`src/rtl/psk_pkg.sv`:
```
// psk_pkg: shared constants, FSM encodings and width helpers for the PSK phase dispatcher
package psk_pkg;
    localparam int CODE_LEN_DEF = 6;
    localparam logic [5:0] CODE_INIT_DEF = 6'b000111;
    typedef logic [1:0] state_t;
    localparam state_t IDLE = 2'd0;
    localparam state_t SCAN = 2'd1;
    localparam state_t PUBLISH = 2'd2;
    function automatic int score_width(input int window);
        return $clog2(window + 1);
    endfunction
    function automatic int phase_width(input int n);
        return $clog2(n);
    endfunction
endpackage

```
`src/rtl/psk_phase_dispatcher_correlator.sv`:
```
// phase_correlator: counts sample/code-tap agreements over one window
module phase_correlator #(
    parameter int SCORE_W = 7
) (
    input  logic               clk,
    input  logic               rst_in,
    input  logic               en,
    input  logic               sig,
    input  logic               code_bit,
    input  logic               clr,
    output logic [SCORE_W-1:0] score
);
    always_ff @(posedge clk) begin
        if (rst_in) score <= '0;
        else if (en) score <= clr ? '0 : score + SCORE_W'(sig == code_bit);
    end
endmodule

```
`src/rtl/psk_phase_dispatcher.sv`:
```
// psk_phase_dispatcher: correlates sig against every code phase per window, scans, publishes and tracks lock
module psk_phase_dispatcher
    import psk_pkg::*;
#(
    parameter int CODE_LEN = CODE_LEN_DEF,
    parameter logic [CODE_LEN-1:0] CODE_INIT = CODE_INIT_DEF,
    parameter int WINDOW = 64,
    parameter int THRESH = 56,
    parameter int LOCK_CNT = 3,
    localparam int SCORE_W = score_width(WINDOW),
    localparam int PH_W = phase_width(CODE_LEN)
) (
    input  logic                clk,
    input  logic                rst_in,
    input  logic                sig,
    input  logic                en,
    output logic [CODE_LEN-1:0] match_mask,
    output logic [PH_W-1:0]     best_phase,
    output logic [SCORE_W-1:0]  best_score,
    output logic                out_valid,
    input  logic                out_ready,
    output logic                overrun,
    output logic                locked
);
    localparam int CNT_W = $clog2(WINDOW);
    localparam int RUN_W = $clog2(LOCK_CNT + 1);
    logic [CODE_LEN-1:0] code, mask_acc;
    logic [CNT_W-1:0]    cnt;
    logic [SCORE_W-1:0]  score [CODE_LEN];
    logic [SCORE_W-1:0]  snap [CODE_LEN];
    logic [SCORE_W-1:0]  best_val;
    logic [PH_W-1:0]     idx, best_idx, prev_best;
    logic [RUN_W-1:0]    run, run_next;
    logic                win_end;
    state_t              state;
    assign win_end = en && cnt == CNT_W'(WINDOW - 1);
    for (genvar j = 0; j < CODE_LEN; j++) begin : g_corr
        phase_correlator #(.SCORE_W(SCORE_W)) u_corr (
            .clk(clk), .rst_in(rst_in), .en(en), .sig(sig),
            .code_bit(code[j]), .clr(win_end), .score(score[j])
        );
        // The window's last sample is folded in here since the live score clears on the same edge
        always_ff @(posedge clk) begin
            if (rst_in) snap[j] <= '0;
            else if (win_end) snap[j] <= score[j] + SCORE_W'(sig == code[j]);
        end
    end
    always_comb run_next = best_val < SCORE_W'(THRESH) ? '0 :
                           best_idx != prev_best ? RUN_W'(1) :
                           run == RUN_W'(LOCK_CNT) ? run : run + 1'b1;
    always_ff @(posedge clk) begin
        if (rst_in) begin
            code <= CODE_INIT;
            cnt <= '0;
            state <= IDLE;
            idx <= '0;
            best_idx <= '0;
            best_val <= '0;
            mask_acc <= '0;
            prev_best <= '0;
            run <= '0;
            match_mask <= '0;
            best_phase <= '0;
            best_score <= '0;
            out_valid <= 1'b0;
            overrun <= 1'b0;
            locked <= 1'b0;
        end else begin
            overrun <= 1'b0;
            if (en) begin
                code <= {code[CODE_LEN-2:0], code[CODE_LEN-1]};
                cnt <= win_end ? '0 : cnt + 1'b1;
            end
            if (out_valid && out_ready) out_valid <= 1'b0;
            case (state)
                IDLE: if (win_end) begin
                    state <= SCAN;
                    idx <= '0;
                    best_idx <= '0;
                    best_val <= '0;
                    mask_acc <= '0;
                end
                SCAN: begin
                    mask_acc[idx] <= snap[idx] >= SCORE_W'(THRESH);
                    // Strict compare keeps the lowest index on ties
                    if (snap[idx] > best_val) begin
                        best_val <= snap[idx];
                        best_idx <= idx;
                    end
                    idx <= idx + 1'b1;
                    if (idx == PH_W'(CODE_LEN - 1)) state <= PUBLISH;
                end
                PUBLISH: begin
                    state <= IDLE;
                    if (!out_valid || out_ready) begin
                        match_mask <= mask_acc;
                        best_phase <= best_idx;
                        best_score <= best_val;
                        out_valid <= 1'b1;
                    end else overrun <= 1'b1;
                    run <= run_next;
                    prev_best <= best_idx;
                    locked <= run_next >= RUN_W'(LOCK_CNT);
                end
                default: state <= IDLE;
            endcase
        end
    end
endmodule

```
`config.mk`:
```
export PLATFORM = sky130hd
export DESIGN_NAME = psk_phase_dispatcher
export DESIGN_NICKNAME = d
export VERILOG_FILES = /design/src/rtl/psk_pkg.sv /design/src/rtl/psk_phase_dispatcher_correlator.sv /design/src/rtl/psk_phase_dispatcher.sv
export SDC_FILE = /design/constraint.sdc
export NUM_CORES = 1
export LEC_CHECK = 0
export BUFFER_PORTS_ARGS = -buffer_cell sky130_fd_sc_hd__buf_2
export CELL_PAD_IN_SITES_DETAIL_PLACEMENT = 2
export CELL_PAD_IN_SITES_GLOBAL_PLACEMENT = 2
export CORE_ASPECT_RATIO = 2
export CORE_UTILIZATION = 36
export DETAILED_ROUTE_END_ITERATION = 10
export PLACE_DENSITY_LB_ADDON = 0.1
export SYNTH_ARGS = -nofsm -noshare
export SYNTH_HDL_FRONTEND = slang
export SYNTH_SLANG_ARGS = --single-unit
```
`constraint.sdc`:
```
create_clock -name clk -period 2.89 [get_ports clk]
set_clock_uncertainty 0.05 [all_clocks]
set_input_delay 0.578 -clock clk [delete_from_list [all_inputs] [get_ports clk]]
set_output_delay 0.578 -clock clk [all_outputs]
set_load 0.03 [all_outputs]
```
After elaboration in Yosys (flattened, before gate mapping). Memory sizes are Yosys's and may differ from the RTL's. A register that Yosys moved wholly into a read port is not among the register bits. Cells that the tools add are included.

Bits in registers: 99. RAM bits: 42. Input bits: 5. Logic and storage cells: 113. Memories: 1.

$add $sub $neg: 9. Magnitude comparators: 6. Equality and inequality tests: 15. Multiplexer cells: 42. Bitwise operators: 7. Reduce and logical (&&, ||, !) cells: 12.

Memories: snap (depth 6, bits a word 7, read ports 1, clocked after memory_dff 1, wr ports 6, RTL line psk_phase_dispatcher.sv:30) `logic [SCORE_W-1:0] snap [CODE_LEN];`.

Operators by type and width (count): $mux W7 (14); $add A7 B1 Y7 (6); $pmux W7 S2 (1); $mux W3 (4); $mux W6 (2); $pmux W3 S2 (2); $pmux W6 S2 (1); $mux W1 (10); $mux W2 (5); $ge A7 B6 Y1 const B (1); $gt A7 B7 Y1 (1); $lt A7 B6 Y1 const B (1); $add A6 B1 Y6 const B (1); $bwmux W6 (1); $eq A1 B1 Y1 (6); $eq A6 B6 Y1 const B (1); $or A1 B1 Y1 (6); $reduce_and A2 Y1 (3); $eq A2 B2 Y1 const B (2); $lt A3 B4 Y1 const B (1); $ne A2 B2 Y1 const B (2); $pmux W2 S2 (1); $add A3 B1 Y3 const B (1); $demux W1 S3 (1); 15 further kinds (17).

Longest topological paths before layout. Gate-level depths: netlist of the first run.

Depth after elaboration: 6. Gate-level depth with buffers: 12. Gate-level depth less buffers: 9.

By module. A second synthesis of the first run with hierarchy kept.

Cells, all modules: 699. Area, all modules: 6924.1 sq um.

Modules (own cells, without submodules): psk_phase_dispatcher (times used 1, cells an instance 483, area an instance 4964.8 sq um, sequential area each 2462.4 sq um); phase_correlator (times used 6, cells an instance 36, area an instance 326.6 sq um, sequential area each 140.1 sq um).

Worst setup path before layout of the first run. No wires, ideal clock.

Kind: reg-to-reg. From: register (tool-made name). To: register best_val[0]. Setup time: 121 ps. Arrival time: 2828 ps. Slack: -109 ps. Stages on the path, launching flop included: 12. Path buffers: 3. Cell sequence: dfxtp_1 -> buf_6 -> buf_2 -> mux2_1 -> mux4_2 -> ha_1 -> nor2b_1 -> o21ai_0 -> a21oi_1 -> o21ai_0 -> clkbuf_2 -> mux2_2.

RTL lines: to (signal assigned) (RTL line psk_phase_dispatcher.sv:87) `best_val <= snap[idx];`; to (decl) (RTL line psk_phase_dispatcher.sv:31) `logic [SCORE_W-1:0] best_val;`.

==> results of run 1 <==
[synth_stat cells (2+ instances only)]
| cell type | n | area share [%] |
|---|---|---|
| and3_1 | 24 | 2.2 |
| nor3_1 | 4 | 0.30 |
| a21oi_1 | 67 | 5.0 |
| mux2_2 | 7 | 1.2 |
| nand2_1 | 85 | 4.7 |
| buf_2 | 2 | 0.15 |
| xnor2_1 | 41 | 5.3 |
| mux2_1 | 2 | 0.33 |
| ha_1 | 22 | 4.1 |
| dfxtp_1 | 102 | 30 |
| mux2i_1 | 20 | 3.0 |
| edfxtp_1 | 42 | 19 |
| xor2_1 | 4 | 0.52 |
| o22ai_1 | 6 | 0.56 |
| inv_1 | 10 | 0.56 |
| nand3b_1 | 31 | 3.5 |
| clkbuf_1 | 33 | 1.8 |
| nor2b_1 | 7 | 0.65 |
| nand4b_1 | 2 | 0.26 |
| a211o_1 | 3 | 0.39 |
| nand2b_1 | 28 | 2.6 |
| nor2_1 | 57 | 3.2 |
| mux2_4 | 2 | 0.45 |
| and2_1 | 13 | 1.2 |
| nand4_1 | 5 | 0.47 |
| o21ai_0 | 40 | 3.0 |
| buf_1 | 2 | 0.11 |
| mux4_2 | 6 | 2.0 |
| nand3_1 | 17 | 1.3 |
| or3_1 | 2 | 0.19 |
[power by group through the flow]
stage | registers [W] | logic (W) | clock network [W]
floorplan | 0.00219 | 0.000140 | 0
global placement | 0.00220 | 0.000195 | 0
detailed placement | 0.00221 | 0.000204 | 0
CTS | 0.00216 | 0.000207 | 0.00241
global route | 0.00217 | 0.000229 | 0.00248
finish | 0.00216 | 0.000206 | 0.00236
[worst max-delay path, delay by kind of cell, from the launching register on]
kind            cells  cell delay, ns
mux                 3            1.03
flops               1            0.38
buf+inv             2            0.35
fa+ha+maj           1            0.34
simple gates        3            0.34
compound gates      1            0.11
[registers in the layout (all words and copies together) (netlist names), 6 cells and up, named ones only]
signal and count:
code 6, mask_acc 6, best_val 7, best_score 7, cnt 6, match_mask 6, g_corr.u_corr.score 42, snap 42
[area by class of cell]
class,instances,area share [%]
Sequential cell,144,42.7
Multi-Input combinational cell,509,42.2
Tap cell,216,3.49
Clock inverter,13,2.41
Inverter,11,0.582
Clock buffer,19,5.59
Timing Repair Buffer,35,3.02
[placed cells by master, fill, tap and decap left out, types with 13 or more instances in the layout]
cell type / instances
nand2b_1: 27
a21oi_1: 65
nor2_1: 56
nand3b_1: 31
ha_1: 20
and2_1: 13
clkbuf_16: 17
edfxtp_1: 42
dfxtp_1: 101
o21ai_0: 39
xnor2_1: 41
mux2i_1: 20
nand2_1: 85
and3_1: 24
buf_2: 23
nand3_1: 17
[logic make-up after synthesis]
family,synth area share (%)
AO/OA/AOI/OAI,10.0
XOR/XNOR,5.86
adder cells (fa/ha/maj),4.09
buffers and inverters,2.96
flip-flops,49.1
multiplexers,6.94
AND/OR/NAND/NOR,21.0
[through the flow]
stage	utilization (%)	area (um2)	hold WS, ns
finish	42.3	7740	0.402
CTS	42.0	7690	0.407
global route	42.3	7740	0.427
detailed placement	38.6	7070	0.397
global placement	38.6	7070	0.391
floorplan	-	6730	0.378
[worst max path at each step]
stage	from	to	depth (start not counted)
4_1_cts	flip-flop	best_idx[2]$_SDFFE_PP0P_	9
6_report	flip-flop	best_idx[1]$_SDFFE_PP0P_	10
3_3_place_gp	flip-flop	best_val[3]$_SDFFE_PP0P_	9
2_1_floorplan	flip-flop	best_val[0]$_SDFFE_PP0P_	11
3_5_place_dp	flip-flop	best_idx[2]$_SDFFE_PP0P_	10
5_1_grt	flip-flop	best_idx[2]$_SDFFE_PP0P_	10
[metal layers]
layer / GRT usage [%] / vias up
met5: 0 / -
met4: 11.1 / 0
met3: 3.44 / 35
met2: 42.1 / 61
met1: 18.5 / 2564
li1: - / 2466
[repair_timing]
| item | in CTS | in global routing |
|---|---|---|
| buffers inserted | 0 | 0 |
| setup endpoints to repair | 0 | 10 |
| resized for setup | 0 | 10 |
==> run summary, run 1 <==
outcome: finished, final reports clean
Worst IR Drop VDD: 0.000362 V
final setup margin: 0.210 ns
CTS Sinks: 144
Core Region: 18300 um2
synthesized flop and latch total: 144
Async SR Flop Fraction: 0%
final setup TNS: 0 ns
via count: 5126
Power Density: 611 nW/um2
TritonCTS buffer count: 17
Metal-1 WL: 6480 um
footprint of the multi-input gates: 3270 um2
Post-Route WL: 18600 um
root buf cell: clkbuf_16
Peak Freq: 0.373 GHz
CTS tree: yes
worst slack at placement: 0.0740 ns
Leak: 2.73 nW
critical path's slowest cell: mux4_2
Hold EP: match_mask[1]$_SDFFE_PP0P_
Syn Nets: 730
Post-CTS Hold Buffers: 0
n_diodes: 0
cells after synthesis: 703
sequential share of power: 45.8%
Worst Tran Pin Value: 1.18 ns
Hold Path Depth: 2
max layer used: met4
Clk Latency, worst-skew pair: 0.44 ns
number of synthesized flops with an enable pin: 42
Clock Power Share: 49.9%
All-Layer GR Usage: 20.6%
initial drt markers: 127
met2 wire length: 11100 um
Synth warnings: 0
global route total overflow: 0
Die ar.: 19300 um2
vias in the first global route: 5710
crit path DAT: 3.00 ns
Post-DRT Antenna Nets: 0
CP Max Fanout: 14
Die Height: 195 um
Critical Path Max Stage Delay: 0.51 ns
CP endpoint kind: flip-flop
WS Path Type: flip-flop to flip-flop
antenna violations before repair: 0
Distinct cells, synth: 47
Tmin final: 2.68 ns
crit path launch type: flip-flop
sequential area share after synthesis: 49.1%
P_int: 0.00365 W
max-cap violation count: 0
Mapped Area: 6730 um2
Crit path top cell by count: nor2_1
# IOs: 24
clock slew at reported path FFs: 0.06 ns
Worst Hold Class: flip-flop to flip-flop
dpl hpwl: 13600 um
period utilization: 92.7%
CTS Buffer Depth: 2
switching part of the total: 22.7%
H-tree depth: 4
Die W: 98.7 um
main flop type after synthesis: dfxtp_1
cells along the critical path: buf_12, mux2_2, mux4_2, ha_1, nand4_1, nor2_1, nor2_1, o21ai_2, buf_4, mux2i_1
Placed Cells: 914
nets@finish: 745
WL per Instance: 19.6 um
Fillers: 1969
combinational fraction of design power: 4.4%
hold path startpoint: match_mask[1]$_SDFFE_PP0P_
Initial DRT Pass Iterations: 4
port bufs: 23
flop2flop setup slack: 0.21 ns
fin cells: 947
reg2reg end: best_idx[1]$_SDFFE_PP0P_
mean area per synthesized cell: 9.57 um2
RD Place Congestion: 0.804
Worst Path Required: 3.21 ns
Reg2Reg Depth: 10
Final setup viols: 0
DRC viols: 0
Starting Density: 36.7%
Sw Pwr: 0.00107 W
unrepaired setup endpoints after global routing: false
num rows: 70
Slew headroom: 20.9%
pin count of the biggest net entering global routing: 69
drt via density: 5.41
first-pass GRT wire length: 29800 um
final hold vios: 0
DR WL met3: 317 um
total power: 0.00473 W
fin. max-slew vios: 0
area delta synth->final: 15.0%
register area: 3300 um2
share of cells above drive strength 1: 12.3%
(Power assumes the default switching activity.)
==> inputs of run 2 (changes only) <==
--- a/config.mk
+++ b/config.mk
@@ -5,11 +5,12 @@
 export SDC_FILE = /design/constraint.sdc
 export NUM_CORES = 1
 export LEC_CHECK = 0
+export ABC_AREA = 1
 export BUFFER_PORTS_ARGS = -buffer_cell sky130_fd_sc_hd__buf_2
 export CELL_PAD_IN_SITES_DETAIL_PLACEMENT = 2
 export CELL_PAD_IN_SITES_GLOBAL_PLACEMENT = 2
 export CORE_ASPECT_RATIO = 2
-export CORE_UTILIZATION = 36
+export CORE_UTILIZATION = 34
 export DETAILED_ROUTE_END_ITERATION = 10
 export PLACE_DENSITY_LB_ADDON = 0.1
 export SYNTH_ARGS = -nofsm -noshare
==> run 2 against run 1 <==
Effect of this change:
- critical path depth grew 1
- clock power shrank 5%
- flip-flop and latch count is the same
- largest cell class unchanged
==> run summary, run 2 <==
sequential share of power: 46.7% (+0.9 points)
CTS tree: yes
RD Place Congestion: 0.884 (+9.9%)
via count: 5393 (+5.2%)
Async SR Flop Fraction: 0% (unchanged)
pin count of the biggest net entering global routing: 50 (-28%)
WS Path Type: flip-flop to flip-flop
CP Max Fanout: 11 (-3)
first-pass GRT wire length: 31800 um (+6.6%)
Synth top area share: 31.1% (+0.72 points)
num rows: 71 (+1.4%)
Core Region: 18800 um2 (+2.9%)
largest area contributor in the netlist: dfxtp_1
Starting Density: 34.9% (-1.9 points)
postcts setup bufs: 0 (unchanged)
P_int: 0.00356 W (-2.5%)
# IOs: 24 (unchanged)
number of synthesized flops with an enable pin: 42 (unchanged)
Post-DRT Antenna Nets: 0 (unchanged)
Die Height: 199 um (+1.7%)
Worst Hold Slack: 0.423 ns (+0.0205 ns)
Fillers: 2179 (+11%)
Largest regs: g_corr.u_corr.score: 42 flops, snap: 42 flops
nets@finish: 851 (+14%)
combinational fraction of design power: 4.7% (+0.3 points)
Clk Latency, worst-skew pair: 0.43 ns (about the same)
All-Layer GR Usage: 21.4% (+0.81 points)
max-cap violation count: 0 (unchanged)
clock slew at reported path FFs: 0.06 ns (about the same)
Slew headroom: 58.9% (+38 points)
mean area per synthesized cell: 8.15 um2 (-15%)
vias in the first global route: 6150 (+7.7%)
Power Density: 614 nW/um2 (+0.59%)
final hold vios: 0 (unchanged)
Worst Path Required: 3.16 ns (-0.05 ns)
Die W: 100 um (+1.7%)
Final Cell Area: 7530 um2 (-2.7%)
CTS Buffer Depth: 2 (unchanged)
Post-Route WL: 19500 um (+5.0%)
Synth warnings: 0 (unchanged)
TritonCTS buffer count: 17 (unchanged)
Placed Instance Area: 6930 um2 (-1.9%)
count leader, synth: nand2_1
DRC viols: 0 (unchanged)
period utilization: 91.1% (-1.6 points)
Final setup viols: 0 (unchanged)
Initial DRT Pass Iterations: 4 (unchanged)
initial drt markers: 161 (+27%)
H-tree depth: 4 (unchanged)
Peak Freq: 0.380 GHz (+1.8%)
CP endpoint kind: flip-flop
CTS Sinks: 144 (unchanged)
Critical Path Max Stage Delay: 0.43 ns (-0.08 ns)
share of cells above drive strength 1: 9.44% (-2.9 points)
global route total overflow: 0 (unchanged)
n_diodes: 0 (unchanged)
cells along the critical path: clkinv_1, a21oi_1, o21ai_0, o21ai_1, ha_1, nand2_1, nor2_1, a31oi_4, nand2_4, o21ai_1, inv_1
Worst Hold Class: flip-flop to flip-flop
critical path's slowest cell: dfxtp_1
final setup TNS: 0 ns (unchanged)
Leak: 2.98 nW (+8.9%)
Mapped Area: 6570 um2 (-2.3%)
dpl hpwl: 14400 um (+5.9%)
area delta synth->final: 14.5%
synthesized flop and latch total: 144 (unchanged)
Worst IR Drop VDD: 0.000346 V (-4.2%)
leading cell types in the layout, fill and taps excluded: 159 x nand2_1, 106 x nor2_1, 101 x dfxtp_1
Sw Pwr: 0.00106 W (-1.1%)
Worst Tran Pin Value: 0.610 ns (-0.574 ns)
Clock Power Share: 48.7% (-1.2 points)
Distinct cells, synth: 32 (-32%)
Die ar.: 19900 um2 (+3.4%)
crit path DAT: 2.91 ns (-0.09 ns)
main flop type after synthesis: dfxtp_1
Tmin final: 2.63 ns (-0.0476 ns)
commonest non-fill, non-tap cell in the layout: nand2_1
cells after synthesis: 806 (+15%)
switching part of the total: 22.9% (+0.26 points)
fin. max-slew vios: 0 (unchanged)
sequential area share after synthesis: 50.3% (+1.2 points)
antenna violations before repair: 0 (unchanged)
flop2flop setup slack: 0.26 ns (+0.05 ns)
drt via density: 4.94 (-8.8%)
unrepaired setup endpoints after global routing: false
WL per Instance: 17.9 um (-8.9%)
Crit path top cell by count: o21ai_1
Syn Nets: 833 (+14%)
crit path launch type: flip-flop
top cells by count, synth: 160 x nand2_1, 106 x nor2_1, 102 x dfxtp_1
port bufs: 23 (unchanged)
outcome: finished, final reports clean
root buf cell: clkbuf_16
ranking of synthesized cells by area: dfxtp_1 31%, edfxtp_1 19%, nand2_1 9.1%
run 2: final timing paths:
check | endpoint | cells after the start | start
setup / recovery | best_idx[1]$_SDFFE_PP0P_ | 11 | flip-flop
hold / removal | g_corr[1].u_corr.score[0]$_SDFFE_PP0P_ | 2 | g_corr[1].u_corr.score[0]$_SDFFE_PP0P_
setup reg to reg | best_idx[1]$_SDFFE_PP0P_ | 11 | flip-flop
hold reg to reg | g_corr[1].u_corr.score[0]$_SDFFE_PP0P_ | 2 | g_corr[1].u_corr.score[0]$_SDFFE_PP0P_
run 2: cells by family (layout without fill, tap and decap cells):
| kind of cell | count (synthesis) | in the layout | synth area share, % |
|---|---|---|---|
| AND/OR/NAND/NOR | 362 | 362 | 23.6 |
| flip-flops | 144 | 144 | 50.3 |
| buffers and inverters | 122 | 153 | 7.52 |
| AO/OA/AOI/OAI | 117 | 117 | 9.20 |
| XOR/XNOR | 39 | 39 | 5.20 |
| adder cells (fa/ha/maj) | 22 | 22 | 4.19 |
run 2: area by class of cell:
cell class / count / area, um2 / area share (%)
inverters: 88 / 330 / 4.39
clock inverters: 12 / 143 / 1.90
flip-flops and latches: 144 / 3300 / 43.9
multi-input cells: 540 / 2780 / 36.9
clock buffers: 20 / 447 / 5.94
well taps: 255 / 319 / 4.24
repair buffers: 33 / 203 / 2.69
run 2: power groups by stage:
| stage | Clock, W | Combinational, W | Sequential, W |
|---|---|---|---|
| 2_1_floorplan | 0 | 0.000147 | 0.00219 |
| 4_1_cts | 0.00232 | 0.000224 | 0.00216 |
| 6_report | 0.00225 | 0.000216 | 0.00216 |
| 5_1_grt | 0.00239 | 0.000247 | 0.00216 |
| 3_3_place_gp | 0 | 0.000206 | 0.00220 |
| 3_5_place_dp | 0 | 0.000220 | 0.00220 |
run 2: critical path: cells and delay by family, from the launching register on:
kind            cells  cell delay [ns]
flops               1             0.43
simple gates        3             0.37
compound gates      5             1.01
fa+ha+maj           1             0.31
buf+inv             2             0.37
run 2: what timing repair did:
action                                 in CTS  in global routing
setup endpoints to repair                   0                 10
gates resized for setup                     0                  2
endpoints found under the hold margin       0                  0
hold buffers                                0                  0
run 2: routing by layer:
metal | global-route usage (%) | vias to the layer above | wire, um
met5 | 0 | - | 0
met4 | 12.6 | 0 | 901
met3 | 3.30 | 42 | 317
met2 | 43.3 | 66 | 11500
met1 | 19.2 | 2654 | 6770
li1 | - | 2631 | -
run 2: stage by stage:
step	setup WS, ns	std cells	utilization, %	total power (W)
finish	0.257	1092	40.0	0.00462
global route	0.0196	1092	40.0	0.00480
CTS	0.164	1092	39.9	0.00470
detailed placement	0.246	1060	36.8	0.00242
global placement	0.349	1060	36.8	0.00241
floorplan	0.539	806	-	0.00233
==> inputs of run 3 (changes only) <==
--- a/config.mk
+++ b/config.mk
@@ -6,12 +6,12 @@
 export NUM_CORES = 1
 export LEC_CHECK = 0
 export ABC_AREA = 1
-export BUFFER_PORTS_ARGS = -buffer_cell sky130_fd_sc_hd__buf_2
 export CELL_PAD_IN_SITES_DETAIL_PLACEMENT = 2
 export CELL_PAD_IN_SITES_GLOBAL_PLACEMENT = 2
 export CORE_ASPECT_RATIO = 2
-export CORE_UTILIZATION = 34
+export CORE_UTILIZATION = 35
 export DETAILED_ROUTE_END_ITERATION = 10
+export DONT_BUFFER_PORTS = 1
 export PLACE_DENSITY_LB_ADDON = 0.1
 export SYNTH_ARGS = -nofsm -noshare
 export SYNTH_HDL_FRONTEND = slang
==> run 3 against run 2 <==
Effect of this change:
- largest power group unchanged
- largest cell class unchanged
- flip-flop and latch count did not move
- critical path depth rose by 2
- fmax fell by 1.4%
==> run summary, run 3 (synthesis gave the netlist of run 2 again) <==
Final setup viols: 0 (unchanged)
initial drt markers: 124 (-23%)
Leak: 2.83 nW (-4.9%)
Largest regs: g_corr.u_corr.score: 42 flops, snap: 42 flops
Critical Path Max Stage Delay: 0.44 ns (about the same)
Tmin final: 2.67 ns (+0.0362 ns)
max-cap violation count: 0 (unchanged)
CP endpoint kind: flip-flop
final setup TNS: 0 ns (unchanged)
P_int: 0.00349 W (-2.0%)
first-pass GRT wire length: 31000 um (-2.6%)
antenna violations before repair: 0 (unchanged)
Post-Route WL: 19000 um (-2.5%)
Starting Density: 35.9% (+1.0 points)
DRC viols: 0 (unchanged)
worst slack at placement: 0.0671 ns (-0.179 ns)
final hold vios: 0 (unchanged)
unrepaired setup endpoints after global routing: false
crit path launch type: flip-flop
RD Place Congestion: 0.801 (-9.4%)
Core Region: 18300 um2 (-2.8%)
critical path's slowest cell: dfxtp_2
register area: 3300 um2 (unchanged)
Fillers: 2067 (-5.1%)
dpl hpwl: 13500 um (-6.5%)
All-Layer GR Usage: 21.2% (-0.27 points)
pin count of the biggest net entering global routing: 69 (+38%)
n_diodes: 0 (unchanged)
Worst Tran Pin Value: 0.798 ns (+0.188 ns)
footprint of the multi-input gates: 2780 um2 (-0.18%)
Die W: 98.9 um (-1.4%)
clock slew at reported path FFs: 0.06 ns (about the same)
CTS Buffer Depth: 2 (unchanged)
fin. max-slew vios: 0 (unchanged)
Slew headroom: 46.3% (-13 points)
global route total overflow: 0 (unchanged)
nets@finish: 827 (-2.8%)
# IOs: 24 (unchanged)
leading cell types in the layout, fill and taps excluded: 159 x nand2_1, 106 x nor2_1, 101 x dfxtp_1
Worst Path Required: 3.19 ns (+0.03 ns)
TritonCTS buffer count: 17 (unchanged)
CP Max Fanout: 19 (+8)
Initial DRT Pass Iterations: 4 (unchanged)
Placed Instance Area: 6730 um2 (-2.9%)
switching part of the total: 23.9% (+0.98 points)
drt via density: 5.16 (+4.5%)
vias in the first global route: 6049 (-1.6%)
Sw Pwr: 0.00110 W (+3.5%)
Worst IR Drop VDD: 0.000320 V (-7.5%)
sequential share of power: 46.9% (+0.2 points)
via count: 5309 (-1.6%)
period utilization: 92.3% (+1.3 points)
H-tree depth: 4 (unchanged)
combinational fraction of design power: 4.2% (-0.5 points)
Crit path top cell by count: nand3_1
Post-DRT Antenna Nets: 0 (unchanged)
final setup margin: 0.221 ns (-0.0362 ns)
Power Density: 625 nW/um2 (+1.7%)
Clk Latency, worst-skew pair: 0.43 ns (about the same)
Die ar.: 19400 um2 (-2.8%)
share of cells above drive strength 1: 7.26% (-2.2 points)
WS Path Type: flip-flop to flip-flop
Worst Hold Class: primary input to flip-flop
CTS Sinks: 144 (unchanged)
root buf cell: clkbuf_16
area delta synth->final: 11.8%
num rows: 70 (-1.4%)
Clock Power Share: 48.9% (+0.2 points)
WL per Instance: 18.5 um (+3.4%)
CTS tree: yes
crit path DAT: 2.97 ns (+0.06 ns)
commonest non-fill, non-tap cell in the layout: nand2_1
port bufs: 0 (-100%)
outcome: finished, final reports clean
cells along the critical path: buf_6, nand2_1, nand3_1, nand3_1, o21ai_1, ha_1, a21oi_1, o21ai_0, nand2_1, nand2_2, nand2_4, nand3_1, a21oi_1
Die Height: 196 um (-1.4%)
Peak Freq: 0.375 GHz (-1.4%)
Final Cell Area: 7350 um2 (-2.4%)
run 3: cell types whose count changed in the layout (fill, tap and decap cells not counted), sizes merged:
| cell | delta |
|---|---|
| clkinvlp | +5 |
| clkinv | -5 |
| clkbuf | -2 |
| inv | +5 |
| bufinv | -1 |
| buf | -26 |
run 3: worst paths after layout:
check	from	slack [ns]	depth (start not counted)	to
max reg2reg	flip-flop	0.22	13	best_val[4]$_SDFFE_PP0P_
min	rst_in	0.18	1	g_corr[5].u_corr.score[6]$_SDFFE_PP0P_
min reg2reg	g_corr[1].u_corr.score[6]$_SDFFE_PP0P_	0.42	2	g_corr[1].u_corr.score[6]$_SDFFE_PP0P_
max	flip-flop	0.22	13	best_val[4]$_SDFFE_PP0P_
run 3: timing repair:
item	4_1_cts	5_1_grt
pin swaps	0	0
hold endpoints to repair	0	0
gates cloned	1	1
endpoints found under the setup margin	1	10
hold buffers	0	0
buffers inserted	0	0
resized for setup	1	5
run 3: cell type report:
type,instances,share of cell area (%)
flip-flops and latches,144,45.0
clock buffers,18,5.98
inverters,88,4.55
multi-input cells,540,37.8
well taps,216,3.68
clock inverters,14,2.09
repair inverters,2,0.204
repair buffers,7,0.766
run 3: through the flow:
| stage | power [W] | util, % | hold WS, ns | std cells |
|---|---|---|---|---|
| after floorplan | 0.00233 | - | 0.394 | 806 |
| after global placement | 0.00238 | 36.8 | 0.398 | 995 |
| after detailed placement | 0.00239 | 36.8 | 0.415 | 995 |
| after CTS | 0.00467 | 40.1 | 0.145 | 1028 |
| after global routing | 0.00477 | 40.1 | 0.146 | 1029 |
| final | 0.00459 | 40.1 | 0.183 | 1029 |
run 3: per-layer routing:
layer  wire length [um]  GRT usage, %  up-vias
met5                  0             0        -
met4                712          10.2        0
met3                266          3.67       34
met2              11500          43.7       61
met1               6610          18.9     2623
li1                   -             -     2591
run 3: power by group through the flow:
| stage | combinational, W | sequential (W) | clock (W) |
|---|---|---|---|
| after floorplan | 0.000147 | 0.00219 | 0 |
| after global placement | 0.000184 | 0.00220 | 0 |
| after detailed placement | 0.000194 | 0.00220 | 0 |
| after CTS | 0.000200 | 0.00215 | 0.00231 |
| after global routing | 0.000217 | 0.00216 | 0.00239 |
| final | 0.000191 | 0.00215 | 0.00225 |
run 3: critical path, delay by kind of cell, from the launching register on:
kind / cells / cell delay (ns)
buffers and inverters: 1 / 0.21
adders and majority gates: 1 / 0.33
and+or+nand+nor: 7 / 0.80
AOI/OAI and AO/OA: 4 / 0.75
DFF: 1 / 0.44
